===== src/rtl/pc_gen.sv =====
// rtl/pc_gen.sv - fetch-stage program counter with flush/branch redirect and one-entry redirect buffer
// Priority: flush > branch > buffered branch > stall > sequential increment.
module pc_gen #(
  parameter int unsigned ADDR_W     = 32,
  parameter logic [ADDR_W-1:0] RESET_VEC = 32'h0000_0000,
  parameter int unsigned INC_BYTES  = 4,
  parameter int unsigned STALL_W    = 6,
  parameter int unsigned ALIGN_LOG2 = 2
) (
  input  logic              clk,
  input  logic              rst,
  input  logic [STALL_W-1:0] stall,
  input  logic              flush,
  input  logic [ADDR_W-1:0] flush_pc,
  input  logic              branch_flag,
  input  logic [ADDR_W-1:0] branch_target,
  output logic              ce,
  output logic [ADDR_W-1:0] pc,
  output logic              redirect_pending,
  output logic              misaligned
);

  localparam logic [ADDR_W-1:0] INC = ADDR_W'(INC_BYTES);
  // Mask collapses to zero when ALIGN_LOG2 is 0, which disables the check.
  localparam logic [ADDR_W-1:0] ALIGN_MASK = ADDR_W'((64'd1 << ALIGN_LOG2) - 64'd1);

  logic              ce_q;
  logic [ADDR_W-1:0] pc_q;
  logic              pend_q;
  logic [ADDR_W-1:0] tgt_q;
  logic              mis_q;

  logic [ADDR_W-1:0] pc_nxt;
  logic              pend_nxt;
  logic [ADDR_W-1:0] tgt_nxt;
  logic              mis_nxt;
  logic              stall_fetch;

  logic unused_stall;
  assign unused_stall = ^stall[STALL_W-1:1];
  assign stall_fetch  = stall[0];

  always_comb begin
    pc_nxt   = pc_q;
    pend_nxt = pend_q;
    tgt_nxt  = tgt_q;
    if (ce_q) begin
      if (flush) begin
        pc_nxt   = flush_pc;
        pend_nxt = 1'b0;
      end else if (branch_flag && !stall_fetch) begin
        pc_nxt   = branch_target;
        pend_nxt = 1'b0;
      end else if (branch_flag) begin
        // Latest branch wins if one is already buffered.
        tgt_nxt  = branch_target;
        pend_nxt = 1'b1;
      end else if (pend_q && !stall_fetch) begin
        pc_nxt   = tgt_q;
        pend_nxt = 1'b0;
      end else if (!stall_fetch) begin
        pc_nxt = pc_q + INC;
      end
    end
  end

  assign mis_nxt = |(pc_nxt & ALIGN_MASK);

  always_ff @(posedge clk) begin
    if (rst) begin
      ce_q   <= 1'b0;
      pc_q   <= RESET_VEC;
      pend_q <= 1'b0;
      tgt_q  <= '0;
      mis_q  <= |(RESET_VEC & ALIGN_MASK);
    end else begin
      ce_q   <= 1'b1;
      pc_q   <= pc_nxt;
      pend_q <= pend_nxt;
      tgt_q  <= tgt_nxt;
      mis_q  <= mis_nxt;
    end
  end

  assign ce               = ce_q;
  assign pc               = pc_q;
  assign redirect_pending = pend_q;
  assign misaligned       = mis_q;

endmodule


===== config.mk =====
export PLATFORM = sky130hd
export DESIGN_NAME = pc_gen
export DESIGN_NICKNAME = d
export VERILOG_FILES = /design/src/rtl/pc_gen.sv
export SDC_FILE = /design/constraint.sdc
export NUM_CORES = 1
export LEC_CHECK = 0
export ABC_AREA = 0
export BUFFER_PORTS_ARGS = -buffer_cell sky130_fd_sc_hd__clkbuf_2
export CORE_MARGIN = 2
export CORE_UTILIZATION = 35
export DETAILED_ROUTE_END_ITERATION = 6
export PLACE_DENSITY_LB_ADDON = 0.08
export SYNTH_ARGS = -nofsm -noshare
export SYNTH_HDL_FRONTEND = slang
export SYNTH_SLANG_ARGS = --single-unit

===== constraint.sdc =====
create_clock -name clk -period 2.5 [get_ports clk]
set_input_delay 0.125 -clock clk [delete_from_list [all_inputs] [get_ports clk]]
set_output_delay 0.125 -clock clk [all_outputs]
set_load 0.005 [all_outputs]

==> run_results.csv, run 1 <==
group,metric,value,unit
outcome,status,"finished, final reports clean",
route,wl,14.6,mm
route,drc,0,
placement,port_buffers,103,
hold_path,worstHoldStart,"branch_target[1]",
synthesis,synth.avg_cell_area,7.30,µm²
worst_setup_path,critical_path_arrival,2.40,ns
timing,final-setup-viol-count,0,
placement,routabilityCongestion,0.883,
synthesis,synth_common_cells,"nand2_1, dfxtp_1, a21oi_1",
hold_path,worstHoldEndpoint,"tgt_q[1]$_SDFFE_PP0P_",
clock_tree,post-cts-setup-buffer-count,0,
synthesis,synth_ff_type,"dfxtp_1",
synthesis,ys_ff_latch,67,
layout,fill_cells,1174,
pwr,power_density,639,nW/µm²
clock_tree,cts_hold_buf,0,
global_routing,globalRouteOverflowTotal,0,
clock_tree,clock_latency,0.34,ns
timing,skew,0.00728,ns
synthesis,ys_top_cells_by_area,"dfxtp_1, nand2_1, a21oi_1",
route,viasPerCell,5.73,
layout,layout.cells.non_filler,785,
route,drtIter0Drc,413,
global_routing,grt_pass1_vias,4088,
synthesis,synth_top_area_share,33.8,%
pwr,vdd_drop_max,0.305,mV
synthesis,synth_area,3970,µm²
layout,multiInputGateArea,2440,µm²
synthesis,yosys_warnings,0,
layout,drive_above_1_share,24.7,%
worst_setup_path,critical_path_class,"flip-flop to flip-flop",
floorplan,dieArea,12200,µm²
clock_tree,cts_tree,"yes",
layout,nets,715,
pwr,clockPowerShare,49.3,%
worst_setup_path,cp_num_buf_inv,0,
pwr,swShare,26.1,%
synthesis,synth_edf_count,0,
worst_setup_path,crit_path_end_kind,"flip-flop",
job,drv_cap,0,
synthesis,synth_area_leader_cell,"dfxtp_1",
synthesis,yosysMostFrequentCell,"nand2_1",
worst_setup_path,r2r_start,"pc[2]$_SDFFE_PP0P_",
timing,tightest_slew,0.665,ns
timing,rsz0062_at_grt,"false",
layout,diodes,0,
clock_tree,ctsRootBufferMaster,"clkbuf_16",
placement,dpl.cell_count,769,
clock_tree,htreeDepth,3,
clock_tree,numCtsBuffers,9,
global_routing,grt_pass1_wl,23.0,mm
timing,fmax,456,MHz
pwr,internal_power,2380,µW
hold_path,worst_hold_path.num_cells,3,
clock_tree,clockBufferDepth,2,
worst_setup_path,r2r_end,"pc[26]$_SDFFE_PP0P_",
pwr,pwr-share-comb,13.8,%
route,wl_per_cell,18.6,µm
timing,fin_crit,2.19,ns
worst_setup_path,startpoint_type,"flip-flop",
clock_tree,cts_sinks,67,
worst_setup_path,cpMaxStageDelayCell,"and4bb_2",
layout,layout-area-overhead-vs-synth,26.8,%
worst_setup_path,reg2reg_slack,0.31,ns
worst_setup_path,cp_common_cell,"nand4_1",
layout,post-route-util,46.0,%
floorplan,die_h,111,µm
floorplan,io-pin-count,109,
clock_tree,post_cts_resized,0,
pwr,p_seq_share,36.8,%
pwr,p_switching,840,µW
timing,maxSlewHeadroom,55.7,%
timing,hold_viol,0,
synthesis,synth-seq-area-share,33.8,%
floorplan,core,10900,µm²
timing,finalMaxSlewViolations,0,
pwr,power.leakage,0.00195,µW
synthesis,synth_cells,544,
synthesis,ys_async_sr_fraction,0,%
global_routing,grt_max_degree,39,
timing,tns,0,ns
floorplan,start_util,36.3,%
timing,timing.final.crit_share,87.8,%
synthesis,synth.distinct_cells,67,
clock_tree,clk_pin_slew,0.06,ns
global_routing,antenna_found_initial,0,
placement,dp_hpwl,10.7,mm
worst_setup_path,crit_chain,"ha_1 -> nand4_1 -> and4bb_2 -> nand4_1 -> xor2_1 -> a2111oi_0",
route,firstDrtPassIters,5,
synthesis,syn-num-nets,619,
route,antenna_left,0,
global_routing,grtUsageTotal,23.5,%
hold_path,hp-class,"input pin to flip-flop",
worst_setup_path,path_delay_family,"simple AND/OR/NAND/NOR gates",
route,num_vias,4500,
floorplan,dieWidth,111,µm
layout,seq_area,1340,µm²
worst_setup_path,r2r_cells,6,
worst_setup_path,critPathMaxFanout,7,
worst_setup_path,crit_required,2.71,ns
worst_setup_path,slowest_delay,0.45,ns
floorplan,rows,38,
worst reg2reg max path, cell delays in order (launching register included):
cell	delay (ns)
dfxtp_1	0.44
ha_1	0.25
nand4_1	0.21
and4bb_2	0.45
nand4_1	0.13
xor2_1	0.16
a2111oi_0	0.41
power groups by stage:
stage	registers [µW]	clock network, µW	logic [µW]
2_1_floorplan	1190	0	239
3_3_place_gp	1200	0	436
3_5_place_dp	1210	0	437
4_1_cts	1180	1600	441
5_1_grt	1190	1650	488
6_report	1180	1590	445
stage by stage:
step | instance area (µm²) | power [µW] | worst slack (ns) | hold WS (ns)
2_1_floorplan | 3970 | 1430 | 0.632 | 0.261
3_3_place_gp | 4670 | 1640 | 0.446 | 0.363
3_5_place_dp | 4670 | 1640 | 0.316 | 0.370
4_1_cts | 5030 | 3220 | 0.296 | 0.0117
5_1_grt | 5030 | 3330 | 0.0521 | 0.0274
6_report | 5030 | 3220 | 0.306 | 0.0154
cell type report:
cell class,instances,share of cell area [%]
tap,140,3.48
sequential,67,26.7
clock buffer,9,4.48
inverter,11,0.820
multi-input combinational,428,48.6
timing repair buffer,123,13.2
clock inverter,7,2.78
state kept, by name, indices dropped and copies added (netlist names):
signal	flops
pc	32
tgt_q	32
ce	1
misaligned	1
redirect_pending	1
routing by layer:
metal	routed length, µm	part of all wire, %	vias up	global-route usage [%]
met4	242	1.7	0	7.25
met1	6940	47	2112	35.2
met5	0	0	-	0
li1	-	-	2178	-
met3	1160	7.9	17	3.95
met2	6270	43	193	34.3
worst max path at each step:
stage                            start                   to  slack (ns)  cells past startpoint
floorplan           pc[6]$_SDFFE_PP0P_  pc[27]$_SDFFE_PP0P_        0.63                      6
global placement    pc[2]$_SDFFE_PP0P_  pc[26]$_SDFFE_PP0P_        0.45                      6
detailed placement  pc[2]$_SDFFE_PP0P_  pc[26]$_SDFFE_PP0P_        0.32                      6
CTS                 pc[2]$_SDFFE_PP0P_  pc[26]$_SDFFE_PP0P_        0.30                      6
global route        pc[2]$_SDFFE_PP0P_  pc[30]$_SDFFE_PP0P_        0.05                      6
finish              pc[2]$_SDFFE_PP0P_  pc[26]$_SDFFE_PP0P_        0.31                      6
cells by family (layout without fill, tap and decap cells):
logic type / after synthesis / in the layout / synth area share [%]
buf+inv: 49 / 150 / 4.79
simple gates: 241 / 241 / 29.7
fa+ha+maj: 1 / 1 / 0.315
mux: 1 / 1 / 0.252
compound gates: 176 / 176 / 29.2
xor+xnor: 9 / 9 / 1.99
flops: 67 / 67 / 33.8
cells in the final DEF (no fill, tap or decap), types with 4 or more instances in the layout:
cell and count:
dfxtp_1 67, nor4_1 5, nand3b_1 5, nand4_1 11, nor2b_1 5, bufinv_16 4
nor2_1 42, and3_1 4, nand3_1 16, a21oi_1 64, nand2b_1 9, a22oi_1 6
o211ai_1 6, o21ai_0 31, o2bb2ai_1 5, nand2_1 106, a22o_1 4, inv_1 9
a211oi_1 6, xnor2_1 5, clkbuf_2 103, a221oi_1 8, clkbuf_16 9, o31ai_1 6
o22ai_1 6, and2_1 5, xor2_1 4, buf_4 20, nor3_1 12, a221o_1 4
Power figures use the tool's default switching activity.
==> run 2: changes to the inputs <==
- CORE_UTILIZATION: 35 -> 40
- REMOVE_ABC_BUFFERS: unset -> 1
==> run 2 against run 1 <==
  * Global-route usage grew 3.1 points
  * Setup slack gained 0.012 ns
  * Critical path depth is the same
  * Power shrank 23%
  * Utilization grew 5.9 points
  * Combinational power grew 2%
  * Routed wire length shrank 1.8%
  * Sequential cell count is the same
  * Fmax grew 0.57%
  * Critical path type unchanged
  * Critical endpoint unchanged
==> run_results.csv, run 2 (same netlist as run 1, synthesis figures left out) <==
group,metric,value,unit
outcome,status,"finished, final reports clean",
layout,diodes,0,
floorplan,die_h,104,µm
floorplan,rows,36,
route,drc,0,
timing,tns,0,ns
floorplan,io-pin-count,109,
pwr,pwr-share-comb,18.4,%
placement,dp_hpwl,10.4,mm
global_routing,grt_pass1_wl,22.9,mm
hold_path,hp-class,"input pin to flip-flop",
pwr,internal_power,1710,µW
pwr,clockPowerShare,33.5,%
layout,layout-area-overhead-vs-synth,26.6,%
pwr,power_density,492,nW/µm²
layout,drive_above_1_share,23.9,%
route,wl,14.3,mm
route,firstDrtPassIters,5,
clock_tree,numCtsBuffers,9,
timing,finalMaxSlewViolations,0,
timing,fin_crit,2.18,ns
job,drv_cap,0,
clock_tree,clockBufferDepth,2,
floorplan,dieArea,10700,µm²
pwr,vdd_drop_max,0.229,mV
worst_setup_path,critical_path_class,"flip-flop to flip-flop",
route,antenna_left,0,
worst_setup_path,critPathMaxFanout,7,
worst_setup_path,crit_path_end_kind,"flip-flop",
timing,rsz0062_at_grt,"false",
floorplan,core,9680,µm²
layout,final_cell_mix,"nand2_1, clkbuf_2, dfxtp_1, a21oi_1, nor2_1",
pwr,swShare,31.0,%
worst_setup_path,startpoint_type,"flip-flop",
route,num_vias,4581,
timing,maxSlewHeadroom,36.4,%
clock_tree,clock_latency,0.35,ns
clock_tree,htreeDepth,3,
worst_setup_path,crit_required,2.73,ns
clock_tree,cts_tree,"yes",
route,drtIter0Drc,236,
clock_tree,post_cts_resized,0,
global_routing,antenna_found_initial,0,
timing,final-setup-viol-count,0,
global_routing,grtUsageTotal,26.6,%
route,viasPerCell,5.74,
layout,nets,735,
timing,hold_viol,0,
global_routing,grt_pass1_vias,4466,
worst_setup_path,critical_path_arrival,2.42,ns
pwr,p_seq_share,48.1,%
global_routing,globalRouteOverflowTotal,0,
layout,final_common_cell,"nand2_1",
timing,tightest_slew,0.951,ns
route,wl_per_cell,18.0,µm
clock_tree,ctsRootBufferMaster,"clkbuf_8",
timing,timing.final.crit_share,87.3,%
pwr,p_switching,765,µW
floorplan,start_util,41.0,%
layout,fill_cells,985,
floorplan,dieWidth,104,µm
timing,holdWs,0.0103,ns
pwr,power.leakage,0.00194,µW
placement,port_buffers,103,
placement,routabilityCongestion,0.926,
timing,fmax,458,MHz
timing,skew,0.0107,ns
clock_tree,clk_pin_slew,0.08,ns
global_routing,grt_max_degree,24,
clock_tree,cts_sinks,67,
## run 2: cell types whose count changed in the layout (fill, tap and decap cells not counted), sizes merged
| cell | before | now |
|---|---|---|
| buf | 20 | 22 |
| dlygate4sd3 | 0 | 18 |
| clkinv | 2 | 4 |
| clkinvlp | 2 | 1 |
| clkbuf | 112 | 115 |
| bufinv | 4 | 0 |
## run 2: critical path, cell delays in order (launching register included)
cell	delay (ns)
dfxtp_1	0.48
ha_1	0.25
nand4_1	0.21
and4bb_2	0.47
nand4_1	0.13
xor2_1	0.16
a2111oi_0	0.36
## run 2: final timing paths
path | start | to | slack [ns] | cells past startpoint
hold reg to reg | tgt_q[0]$_SDFFE_PP0P_ | tgt_q[0]$_SDFFE_PP0P_ | 0.46 | 2
hold / removal | branch_target[18] | tgt_q[18]$_SDFFE_PP0P_ | 0.01 | 3
setup reg to reg | pc[2]$_SDFFE_PP0P_ | pc[26]$_SDFFE_PP0P_ | 0.32 | 6
setup / recovery | pc[2]$_SDFFE_PP0P_ | pc[26]$_SDFFE_PP0P_ | 0.32 | 6
## run 2: per-layer routing
| metal | global-route usage [%] | wire (µm) | up-vias |
|---|---|---|---|
| met2 | 46.9 | 7040 | 182 |
| met4 | 7.24 | 178 | 0 |
| met1 | 33.4 | 6130 | 2164 |
| met3 | 4.91 | 987 | 15 |
| met5 | 0 | 0 | - |
| li1 | - | - | 2220 |
## run 2: what timing repair did
action / CTS / global route
hold buffers: 18 / 0
buffers inserted: 0 / 0
hold endpoints to repair: 18 / 0
## run 2: cell type report
| class | count | area (µm²) | area share [%] |
|---|---|---|---|
| tap | 133 | 166 | 3.31 |
| clock inverter | 4 | 26.3 | 0.523 |
| sequential | 67 | 1340 | 26.7 |
| timing repair buffer | 143 | 861 | 17.1 |
| clock buffer | 12 | 145 | 2.89 |
| inverter | 11 | 41.3 | 0.822 |
| multi-input combinational | 428 | 2440 | 48.6 |
## run 2: power by group through the flow
stage | registers [µW] | clock network (µW) | logic [µW]
2_1_floorplan | 1200 | 0 | 198
3_3_place_gp | 1210 | 0 | 425
3_5_place_dp | 1210 | 0 | 430
4_1_cts | 1190 | 848 | 454
5_1_grt | 1200 | 898 | 500
6_report | 1190 | 829 | 454
## run 2: through the flow
step | util [%] | cells | setup WS, ns | instance area (µm²) | power, µW
finish | 51.9 | 798 | 0.319 | 5020 | 2470
global route | 51.9 | 798 | 0.106 | 5020 | 2600
CTS | 51.9 | 798 | 0.331 | 5020 | 2490
detailed placement | 48.3 | 764 | 0.354 | 4670 | 1640
global placement | 48.3 | 764 | 0.407 | 4670 | 1630
floorplan | - | 506 | -0.147 | 3820 | 1400
